### src/rtl/fir_interp_dac.sv
// Polyphase FIR interpolator for the DAC output path: one input sample yields L filtered
// output samples, each produced by a single time-multiplexed MAC, then rounded and saturated.
//
// state | meaning
// IDLE  | waiting for an input sample (din_ready high)
// MAC   | accumulating the M taps of the current phase, one tap per cycle
// SAT   | rounding and saturating the accumulator into dout
// OUT   | presenting dout until the DAC consumer takes it
module fir_interp_dac #(
   parameter int L         = 4,
   parameter int TAPS      = 32,
   parameter int WIDTH     = 14,
   parameter int OUT_WIDTH = 14,
   parameter int SHIFT     = 13,
   // Packed with coefficient 0 in the least significant 16 bits.
   parameter logic [TAPS*16-1:0] COEFF_SET = {
      16'(-54),  16'(-64),  16'(-82),  16'(-97),  16'(-93),  16'(-47),  16'(66),   16'(266),
      16'(562),  16'(951),  16'(1412), 16'(1909), 16'(2396), 16'(2821), 16'(3136), 16'(3304),
      16'(3304), 16'(3136), 16'(2821), 16'(2396), 16'(1909), 16'(1412), 16'(951),  16'(562),
      16'(266),  16'(66),   16'(-47),  16'(-93),  16'(-97),  16'(-82),  16'(-64),  16'(-54)
   }
) (
   input  logic                        clk,
   input  logic                        n_rst,
   input  logic signed [WIDTH-1:0]     din,
   input  logic                        din_valid,
   output logic                        din_ready,
   output logic signed [OUT_WIDTH-1:0] dout,
   output logic                        dout_valid,
   input  logic                        dout_ready
);

   localparam int M      = TAPS / L;
   localparam int PW     = $clog2(L);
   localparam int KW     = (M > 1) ? $clog2(M) : 1;
   localparam int IW     = $clog2(TAPS);
   localparam int PROD_W = WIDTH + 16;
   localparam int ACC_W  = WIDTH + 16 + $clog2(M);

   localparam logic [1:0] IDLE = 2'd0;
   localparam logic [1:0] MAC  = 2'd1;
   localparam logic [1:0] SAT  = 2'd2;
   localparam logic [1:0] OUT  = 2'd3;

   localparam logic signed [ACC_W:0] RND     = (ACC_W+1)'(1) <<< (SHIFT - 1);
   localparam logic signed [ACC_W:0] SAT_MAX = ((ACC_W+1)'(1) <<< (OUT_WIDTH - 1)) - (ACC_W+1)'(1);
   localparam logic signed [ACC_W:0] SAT_MIN = ~SAT_MAX;

   logic [1:0]                  state;
   logic [PW-1:0]               phase;
   logic [KW-1:0]               k;
   logic signed [ACC_W-1:0]     acc;
   logic signed [WIDTH-1:0]     x [M];
   logic signed [15:0]          coeff [TAPS];

   logic                        in_xfer;
   logic [IW-1:0]               c_idx;
   logic signed [15:0]          coeff_cur;
   logic signed [WIDTH-1:0]     x_cur;
   logic signed [PROD_W-1:0]    prod;
   logic signed [ACC_W:0]       acc_rnd;
   logic signed [ACC_W:0]       acc_shf;
   logic signed [OUT_WIDTH-1:0] sat_val;

   for (genvar i = 0; i < TAPS; i++) begin : g_coeff
      assign coeff[i] = COEFF_SET[i*16 +: 16];
   end

   // Held low during reset so nothing is offered as accepted while n_rst is asserted.
   assign din_ready = n_rst & (state == IDLE);
   assign in_xfer   = din_valid & din_ready;

   // Branch p of the prototype uses taps p, p+L, p+2L, ...
   assign c_idx     = IW'(int'(phase) + L * int'(k));
   assign coeff_cur = coeff[c_idx];
   assign x_cur     = x[k];
   assign prod      = PROD_W'(coeff_cur) * PROD_W'(x_cur);

   assign acc_rnd   = (ACC_W+1)'(acc) + RND;
   assign acc_shf   = acc_rnd >>> SHIFT;

   always_comb begin
      sat_val = acc_shf[OUT_WIDTH-1:0];
      if (acc_shf > SAT_MAX) begin
         sat_val = SAT_MAX[OUT_WIDTH-1:0];
      end else if (acc_shf < SAT_MIN) begin
         sat_val = SAT_MIN[OUT_WIDTH-1:0];
      end
   end

   always_ff @(posedge clk or negedge n_rst) begin
      if (!n_rst) begin
         for (int i = 0; i < M; i++) begin
            x[i] <= '0;
         end
      end else if (in_xfer) begin
         x[0] <= din;
         for (int i = 1; i < M; i++) begin
            x[i] <= x[i-1];
         end
      end
   end

   always_ff @(posedge clk or negedge n_rst) begin
      if (!n_rst) begin
         state      <= IDLE;
         phase      <= '0;
         k          <= '0;
         acc        <= '0;
         dout       <= '0;
         dout_valid <= 1'b0;
      end else begin
         case (state)
            IDLE: begin
               if (in_xfer) begin
                  phase <= '0;
                  k     <= '0;
                  acc   <= '0;
                  state <= MAC;
               end
            end
            MAC: begin
               acc <= acc + ACC_W'(prod);
               if (k == KW'(M - 1)) begin
                  state <= SAT;
               end else begin
                  k <= k + 1'b1;
               end
            end
            SAT: begin
               dout       <= sat_val;
               dout_valid <= 1'b1;
               state      <= OUT;
            end
            OUT: begin
               if (dout_ready) begin
                  dout_valid <= 1'b0;
                  if (phase == PW'(L - 1)) begin
                     state <= IDLE;
                  end else begin
                     phase <= phase + 1'b1;
                     k     <= '0;
                     acc   <= '0;
                     state <= MAC;
                  end
               end
            end
            default: state <= IDLE;
         endcase
      end
   end

endmodule
### config.mk
export PLATFORM = sky130hd
export DESIGN_NAME = fir_interp_dac
export DESIGN_NICKNAME = d
export VERILOG_FILES = /design/src/rtl/fir_interp_dac.sv
export SDC_FILE = /design/constraint.sdc
export NUM_CORES = 1
export LEC_CHECK = 0
export ABC_CLOCK_PERIOD_IN_PS = 8000
export BUFFER_PORTS_ARGS = -buffer_cell sky130_fd_sc_hd__buf_4
export CORE_MARGIN = 2
export CORE_UTILIZATION = 50
export DETAILED_ROUTE_END_ITERATION = 10
export GPL_ROUTABILITY_DRIVEN = 0
export PLACE_DENSITY = 0.75
export SYNTH_ARGS = -nofsm -noshare
export SYNTH_HDL_FRONTEND = slang
export SYNTH_SLANG_ARGS = --single-unit
### constraint.sdc
create_clock -name clk -period 8 [get_ports clk]
set_input_delay 1.6 -clock clk [delete_from_list [all_inputs] [get_ports clk]]
set_output_delay 1.6 -clock clk [all_outputs]
set_load 0.01 [all_outputs]
Yosys cells after proc, flatten, opt, wreduce, memory -nomap -nowiden
Memory sizes are Yosys's and may differ from the RTL's.
Index checks and enable logic that the tools add are counted.
{"block": "totals", "n_memories": 1, "input_bits": 18, "regBits": 167, "word_cells": 75, "romBits": 512}
{"block": "classes", "n_reduce_logical": 9, "eq_ne": 10, "bitwise_logic": 4, "multipliers": 1, "add_sub_neg": 5, "muxes": 27, "n_lt_le_gt_ge": 4}
{"name": "(name not given)", "words": 32, "word_bits": 16, "rd": 1, "rd_ports_with_merged_regs": 0, "write_ports": 0, "line": "75", "rtl": "assign coeff_cur = coeff[c_idx];"}
{"operator": "33-bit 2-to-1 mux", "n": 3}
{"operator": "33-bit one-hot mux with 3 select lines", "n": 1}
{"operator": "14-bit 2-to-1 mux", "n": 4}
{"operator": "14-bit binary-select mux with 3-bit select", "n": 1}
{"operator": "33-bit by 14-bit adder with 34-bit output (second input constant)", "n": 1}
{"operator": "33-bit by 30-bit adder with 33-bit output", "n": 1}
{"operator": "16-bit 2-to-1 mux", "n": 2}
{"operator": "16-bit by 14-bit multiplier with 30-bit output", "n": 1}
{"operator": "21-bit by 14-bit > comparator with 1-bit output (second input constant)", "n": 1}
{"operator": "21-bit by 14-bit less-than comparator with 1-bit output (second input constant)", "n": 1}
{"operator": "2-bit 2-to-1 mux", "n": 6}
{"operator": "3-bit 2-to-1 mux", "n": 4}
{"operator": "2-bit != test (second input constant)", "n": 5}
{"operator": "3-bit one-hot mux with 3 select lines", "n": 1}
{"operator": "2-bit one-hot mux with 4 select lines", "n": 1}
{"operator": "4-bit AND reduction", "n": 2}
{"operator": "2-bit equality test (second input constant)", "n": 3}
{"operator": "6-bit greater-or-equal comparator (second input constant)", "n": 1}
{"operator": "5-bit inverter with 6-bit output", "n": 1}
{"operator": "2-bit by 5-bit adder with 5-bit output", "n": 1}
{"operator": "5-bit AND reduction", "n": 1}
{"operator": "4-bit greater-or-equal comparator (second input constant)", "n": 1}
{"operator": "3-bit inverter with 4-bit output", "n": 1}
{"operator": "2-bit one-hot mux with 2 select lines", "n": 1}
{"operator": "12 further kinds", "n": 15}

Depth between registers and ports, before layout
Gate-level depths: netlist of the first run.
{"block": "logic_depth", "word_depth": 8, "mapped_depth": 29, "mapped_depth_nobuf": 28}

Least setup slack after synthesis of the first run
No wires, ideal clock.
{"block": "synth_timing", "path_type": "reg2reg", "start": "register k[0]", "end": "register acc[31]", "setup_time_ns": 0.069, "arrival_time_ns": 7.695, "stages_incl_launch_ff": 24, "synth_period_minus_slack_ns": 7.764, "required_ns": 7.931, "path_slack_ns": 0.236, "path_cell_list": "dfrtp_1 mux4_2 mux2i_1 inv_1 nand2b_1 inv_1 fa_1 inv_1 fa_1 inv_1 fa_1 fa_1 fa_1 inv_1 fa_1 inv_1 ha_1 nand2_1 o21ai_0 nor3b_1 a211oi_1 o21ai_0 or4b_2 nand3_1"}
{"block": "synth_between", "elab_chain_cells": 8, "elab_cells_between_ends": 12}
{"element": "start, declared", "line": "51", "rtl": "logic [KW-1:0] k;"}
{"element": "start signal, assigned", "line": "127", "rtl": "k <= k + 1'b1;"}
{"element": "2-bit by 5-bit adder with 5-bit output", "line": "74", "rtl": "assign c_idx = IW'(int'(phase) + L * int'(k));"}
{"element": "5-bit inverter with 6-bit output (not written as such)", "line": "75"}
{"element": "memory 32 x 16 bit"}
{"element": "16-bit 2-to-1 mux (not written as such) (2 in series)", "line": "75"}
{"element": "16-bit by 14-bit multiplier with 30-bit output (*)", "line": "77", "rtl": "assign prod = PROD_W'(coeff_cur) * PROD_W'(x_cur);"}
{"element": "33-bit by 30-bit adder with 33-bit output (*)", "line": "123", "rtl": "acc <= acc + ACC_W'(prod);"}
{"element": "33-bit one-hot mux with 3 select lines (*)", "line": "113", "rtl": "case (state)"}
{"element": "end signal, assigned", "line": "123"}
{"element": "end, declared", "line": "52", "rtl": "logic signed [ACC_W-1:0] acc;"}
Every way passes the cells marked *; elsewhere a longest branch is shown, timed or not. The select of a mux whose other input is x is not followed.
A chain may end at the register's enable or synchronous reset.

Worst setup path in the final report of the first run
{"block": "layout_timing", "start": "register k[1]", "end": "register acc[31]"}
The elaborated chain is that of the path after synthesis.

==> summary.md, run 1 <==
| Metric | Value |
|---|---|
| Status | `finished clean` |
| Clk_lat worst skew | `0.45 ns` |
| Grt total ovfl | `0` |
| Top FF cell, synth | `dfrtp_1` |
| Detailed Routing Iterations Pass 1 | `5` |
| Port bufs | `33` |
| Asr flop ratio synth | `1.00` |
| Worst-path clk slew | `0.07 ns` |
| CP Data Arrival Time | `7.99 ns` |
| CP bufs+invs | `8` |
| Total track usage | `0.251` |
| FF+latch count, synth | `167` |
| Post-Route Utilization | `0.550` |
| Final setup fails | `0` |
| CP Launch Type | `flip-flop` |
| Antenna cells | `0` |
| Syn Area/Cell | `10.2 sq um` |
| Synth top area cells | `fa_1 29%, dfrtp_1 23%, ha_1 7.6%` |
| Die height | `193 um` |
| Post-route minimum period | `7.61 ns` |
| Fin nets | `2164` |
| Post-Layout Cell Count | `2256` |
| TritonCTS clock tree | `built` |
| Ports | `34` |
| Cells after Synth | `1740` |
| Crit-path leading delay family | `adder cells` |
| Hold path cells | `2` |
| Die area | `37200 sq um` |
| Final Max Slew Viols | `0` |
| Sequential cell area fraction in the yosys report | `0.234` |
| Post-Route Skew | `0.0171 ns` |
| Fraction of layout cells with a size suffix above 1 | `0.162` |
| Worst-case reg-to-reg path depth | `24` |
| Vias in the first global route | `13700` |
| Hold Crit Class | `reg2reg` |
| Count leader, synth | `inv_1` |
| CORE AREA | `35300 sq um` |
| Area delta synth->final | `8.86%` |
| Hold Buf Count CTS | `0` |
| EDFF count, synth | `0` |
| First-pass GRT wire length | `72200 um` |
| Number of distinct library cells after synthesis | `72` |
| Crit path capture type | `flip-flop` |
| Largest net degree at the start of global routing | `82` |
| MaxCap Viol Count | `0` |
| Root buf cell | `clkbuf_16` |
| Crit path max fanout | `18` |
| Initial antenna violation count | `0` |
| FP Rows | `69` |
| Area after DPL | `18800 sq um` |
| Tcrit/Tclk final | `0.952` |
| Number of remaining DRC errors | `0` |
| Setup tns final | `0 ns` |
| Endpoint of the worst hold path | `acc[0]` |
| Antenna violation net count after detailed routing | `0` |
| Worst path slowest cell | `or4b_2` |
| Number of buffers created by CTS | `17` |
| Design area | `19400 sq um` |
| Inst Count DP | `2223` |
| DRT iter0 DRCs | `1059` |
| FMAX | `0.131 GHz` |
| Worst-Margin Slew | `1.01 ns` |
| DP Wirelength | `33500 um` |
| Total Wirelength | `42400 um` |
| Critical path required time | `8.38 ns` |
| R2r startpoint | `k[1]` |
| Worst setup path class | `reg2reg` |
| Yosys Warn Count | `0` |
| Most frequent CP cell | `fa_1` |
| Yosys top cell area share | `0.287` |
| Crit-path cells | `buf_4 > mux4_2 > mux2i_1 > buf_4 > nor2_1 > fa_1 > inv_1 > buf_4 > fa_1 > fa_1 > inv_1 > fa_1 > inv_1 > fa_1 > fa_1 > inv_1 > ha_1 > inv_1 > nor2_1 > and2_1 > nand2_1 > o21ai_0 > or4b_2 > nand3_1` |
| Final Hold Viols | `0` |
| Syn Nets | `2122` |
| Flop2flop setup slack | `0.39 ns` |
| CP peak stage delay | `0.61 ns` |
| Synth top cells by count | `345 x inv_1, 256 x fa_1, 167 x dfrtp_1` |
| Slew HR | `0.330` |
| Initial Util | `0.505` |
| Via Count | `12800` |
| DR WL/cell | `18.8 um` |
| Deepest clock path buffer count | `2` |
| Cell taking the most area after synthesis | `fa_1` |
| Unrepaired setup endpoints after global routing | `false` |
| Clk sink count | `167` |
| Min-delay src | `acc[0]` |
| H-tree Lvls | `4` |
| Syn Std Cell Area | `17800 sq um` |
| R2R Path End | `acc[31]` |
| DR vias/cell | `5.66` |
| Die X | `193 um` |
-- worst max-delay path by stage --
| stage | start | end | slack [ns] | cells past startpoint |
|---|---|---|---|---|
| after floorplan | k[0] | acc[31] | 0.24 | 23 |
| after global placement | k[0] | acc[31] | 0.26 | 23 |
| after detailed placement | k[0] | acc[31] | 0.11 | 23 |
| after CTS | k[0] | acc[31] | 0.09 | 23 |
| after global routing | k[0] | acc[31] | 0.02 | 23 |
| final | k[1] | acc[31] | 0.39 | 24 |
-- cells in the final DEF (no fill, tap or decap), drive strengths merged, types with 5 or more instances in the layout --
master	count
mux2	119
xnor2	28
o21bai	5
inv	351
nand2b	19
a22oi	5
o22ai	13
and3	7
mux4	28
a21o	13
nor2b	10
ha	108
and2	11
nand3	26
nand2	131
clkinv	8
o21ai	75
dfrtp	167
o21a	8
mux2i	16
nor3	10
a21oi	52
buf	84
xor2	10
clkbuf	19
or2	6
o221ai	6
a21boi	6
o211ai	12
fa	256
nor2	121
-- layer usage --
layer,vias up,GRT usage,part of all wire
li1,5696,-,-
met2,527,0.397,0.47
met4,0,0.0760,0.027
met3,90,0.0462,0.078
met1,6456,0.353,0.43
met5,-,0,0
-- stage by stage --
step / hold WS (ns) / setup slack, ns
after global placement: 0.466 / 0.261
after detailed placement: 0.486 / 0.115
final: 0.497 / 0.387
after global routing: 0.519 / 0.0194
after floorplan: 0.445 / 0.236
after CTS: 0.502 / 0.0892
-- cell families after synthesis --
family	synth area share
multiplexers	0.120
flip-flops	0.234
AO/OA/AOI/OAI	0.0816
AND/OR/NAND/NOR	0.0951
buffers and inverters	0.0875
adder cells (fa/ha/maj)	0.363
XOR/XNOR	0.0187
-- registers in the layout (all words and copies together) (netlist names) --
| signal | flops |
|---|---|
| x | 112 |
| acc | 33 |
| dout | 14 |
| k | 3 |
| phase | 2 |
| state | 2 |
| dout_valid | 1 |
-- final cells by class --
class                           count  area, sq um
Inverter                          348         1310
Clock inverter                     13          134
Tap cell                          461          577
Sequential cell                   167         4190
Timing Repair Buffer               84          654
Multi-Input combinational cell   1164        12100
Clock buffer                       19          443
Fill cell                        2924        15900
-- worst register-to-register path, delay by kind of cell, from the launching register on --
family          cells  cell delay (ns)
compound gates      1             0.29
fa+ha+maj           7             3.41
buf+inv             8             1.25
flops               1             0.57
mux                 2             0.80
simple gates        6             1.23
-- repair_timing --
item | 4_1_cts | 5_1_grt
setup buffers | 0 | 1
setup endpoints to repair | 0 | 13
gates resized for setup | 0 | 6
Power of run 1 is not shown: default switching activity piles up to over one toggle a cycle in this logic, so the estimate is an artifact.
==> run 2: changes to the inputs <==
--- a/config.mk
+++ b/config.mk
@@ -12,6 +12,7 @@
 export DETAILED_ROUTE_END_ITERATION = 10
 export GPL_ROUTABILITY_DRIVEN = 0
 export PLACE_DENSITY = 0.75
+export SETUP_SLACK_MARGIN = 0.4
 export SYNTH_ARGS = -nofsm -noshare
 export SYNTH_HDL_FRONTEND = slang
 export SYNTH_SLANG_ARGS = --single-unit
==> run 2 against run 1 <==
  * Global-route usage decreased by 0.43 points
  * Routed wire length increased by 1.6%
  * First-iteration DRC count increased by 5.0%
  * Setup slack improved by 0.24 ns
  * Register-to-register slack improved by 0.24 ns
  * Clock skew increased by 0.0026 ns
  * Via count increased by 0.48%
  * Design area increased by 1.4%
  * Non-clock buffer count increased by 12
  * Clock-buffer cell count unchanged
  * Utilization increased by 0.76 points
  * Critical endpoint is now acc[28]
  * Highest routed layer unchanged
==> summary.md, run 2 (same netlist as run 1, synthesis figures left out) <==
| Metric | Value |
|---|---|
| Critical path required time | `8.30 ns` |
| Initial antenna violation count | `1` |
| Flop2flop setup slack | `0.63 ns` |
| Crit path from | `k[0]` |
| Fin nets | `2176` |
| Final Hold Viols | `0` |
| Via Count | `12800` |
| Worst-case reg-to-reg path depth | `24` |
| Worst setup path class | `reg2reg` |
| Clk sink count | `167` |
| Inst Count DP | `2221` |
| Post-Route Skew | `0.0197 ns` |
| Register area | `4190 sq um` |
| Most common cell after layout, fill and taps aside | `inv_1` |
| Port bufs | `33` |
| DR WL/cell | `19.0 um` |
| Tcrit/Tclk final | `0.921` |
| Deepest clock path buffer count | `2` |
| TritonCTS clock tree | `built` |
| CP Launch Type | `flip-flop` |
| Final setup fails | `0` |
| Max reg flops | `112` |
| Post-route minimum period | `7.37 ns` |
| MaxCap Viol Count | `0` |
| Fraction of layout cells with a size suffix above 1 | `0.180` |
| Antenna violation net count after detailed routing | `0` |
| Grt total ovfl | `0` |
| Post-Route Utilization | `0.557` |
| Slew HR | `0.284` |
| Most frequent CP cell | `fa_1` |
| Hold Crit Class | `reg2reg` |
| CP peak stage delay | `0.56 ns` |
| CORE AREA | `35300 sq um` |
| Worst-Margin Slew | `1.07 ns` |
| Die area | `37200 sq um` |
| Final Max Slew Viols | `0` |
| Crit path capture type | `flip-flop` |
| FP Rows | `69` |
| DRT iter0 DRCs | `1112` |
| Most frequent cells in the layout | `340 x inv_1, 254 x fa_1, 162 x dfrtp_1` |
| Multi-input combinational cell area | `12200 sq um` |
| Total track usage | `0.247` |
| Area delta synth->final | `10.4%` |
| Setup tns final | `0 ns` |
| Detailed Routing Iterations Pass 1 | `6` |
| Unrepaired setup endpoints after global routing | `true` |
| First-pass GRT wire length | `70900 um` |
| Worst path slowest cell | `fa_1` |
| Area after DPL | `18800 sq um` |
| R2R Path End | `acc[28]` |
| CP Data Arrival Time | `7.67 ns` |
| Fillcell total | `2882` |
| Initial Util | `0.505` |
| Root buf cell | `clkbuf_16` |
| Largest net degree at the start of global routing | `87` |
| Crit-path cells | `clkbuf_4 > buf_4 > mux4_2 > mux2i_4 > buf_4 > nor2_1 > fa_1 > inv_1 > fa_1 > inv_1 > fa_1 > fa_1 > fa_1 > inv_1 > fa_1 > inv_1 > ha_1 > a21oi_1 > o21ai_0 > o21bai_1 > o21ai_2 > a21bo_2 > a211oi_1 > o22ai_1` |
| Largest regs | `x (112), acc (33), dout (14)` |
| DP Wirelength | `33600 um` |
| Largest Register | `x` |
| Status | `finished clean` |
| Clk_lat worst skew | `0.45 ns` |
| R2r startpoint | `k[0]` |
| Number of buffers created by CTS | `17` |
| Die X | `193 um` |
| H-tree Lvls | `4` |
| Crit path max fanout | `7` |
| FMAX | `0.136 GHz` |
| DR vias/cell | `5.65` |
| Worst-path clk slew | `0.07 ns` |
| Total Wirelength | `43100 um` |
| Number of remaining DRC errors | `0` |
| Ports | `34` |
| Crit path capture | `acc[28]` |
| Design area | `19700 sq um` |
| Die height | `193 um` |
| Vias in the first global route | `13500` |
| Post-Layout Cell Count | `2269` |
## run 2: cell types whose count changed in the layout (fill, tap and decap cells not counted), moves of 3 or more
cell,delta
o21ai_0,-6
buf_4,+5
inv_1,-5
o21ai_1,+5
buf_6,+4
clkinvlp_4,+4
inv_2,+4
bufinv_16,+3
inv_8,-3
mux2i_1,-3
## run 2: worst min path at each step
stage / endpoint / cells after the start / from
floorplan: acc[0] / 2 / acc[0]
global placement: acc[0] / 2 / acc[0]
detailed placement: acc[0] / 2 / acc[0]
CTS: acc[0] / 2 / acc[0]
global route: x[1] / 1 / x[1]
finish: acc[0] / 2 / acc[0]
## run 2: layer usage
layer / part of all wire / GRT usage / up-vias
li1: - / - / 5704
met1: 0.42 / 0.344 / 6454
met2: 0.46 / 0.388 / 565
met3: 0.091 / 0.0586 / 107
met4: 0.025 / 0.0661 / 0
met5: 0 / 0 / -
## run 2: timing repair
item                                   in CTS  in global routing
setup endpoints to repair                  10                 14
cloned                                      0                  1
endpoints found under the hold margin       0                  0
resized for setup                           5                 45
hold buffers                                0                  0
pin swaps                                   1                  0
buffers inserted                            4                 10
## run 2: layout make-up
cell class,count,area share
antenna,1,0.000127
inverter,348,0.0670
multi-input combinational,1164,0.619
clock inverter,13,0.00865
timing repair buffer,96,0.0405
clock buffer,19,0.0220
tap,461,0.0293
sequential,167,0.213
## run 2: per-stage QoR
step | worst slack [ns] | hold slack, ns
after floorplan | 0.545 | 0.445
after global placement | 0.382 | 0.457
after detailed placement | 0.121 | 0.479
after CTS | 0.446 | 0.494
after global routing | 0.354 | 0.522
final | 0.629 | 0.488
## run 2: worst max-delay path, delay by kind of cell (launching register included)
kind	cells	cell delay, ns
adder cells (fa/ha/maj)	7	3.57
multiplexers	2	0.76
buffers and inverters	7	0.81
flip-flops	1	0.50
AO/OA/AOI/OAI	7	1.51
AND/OR/NAND/NOR	1	0.07
Power of run 2 is left out for the same reason.
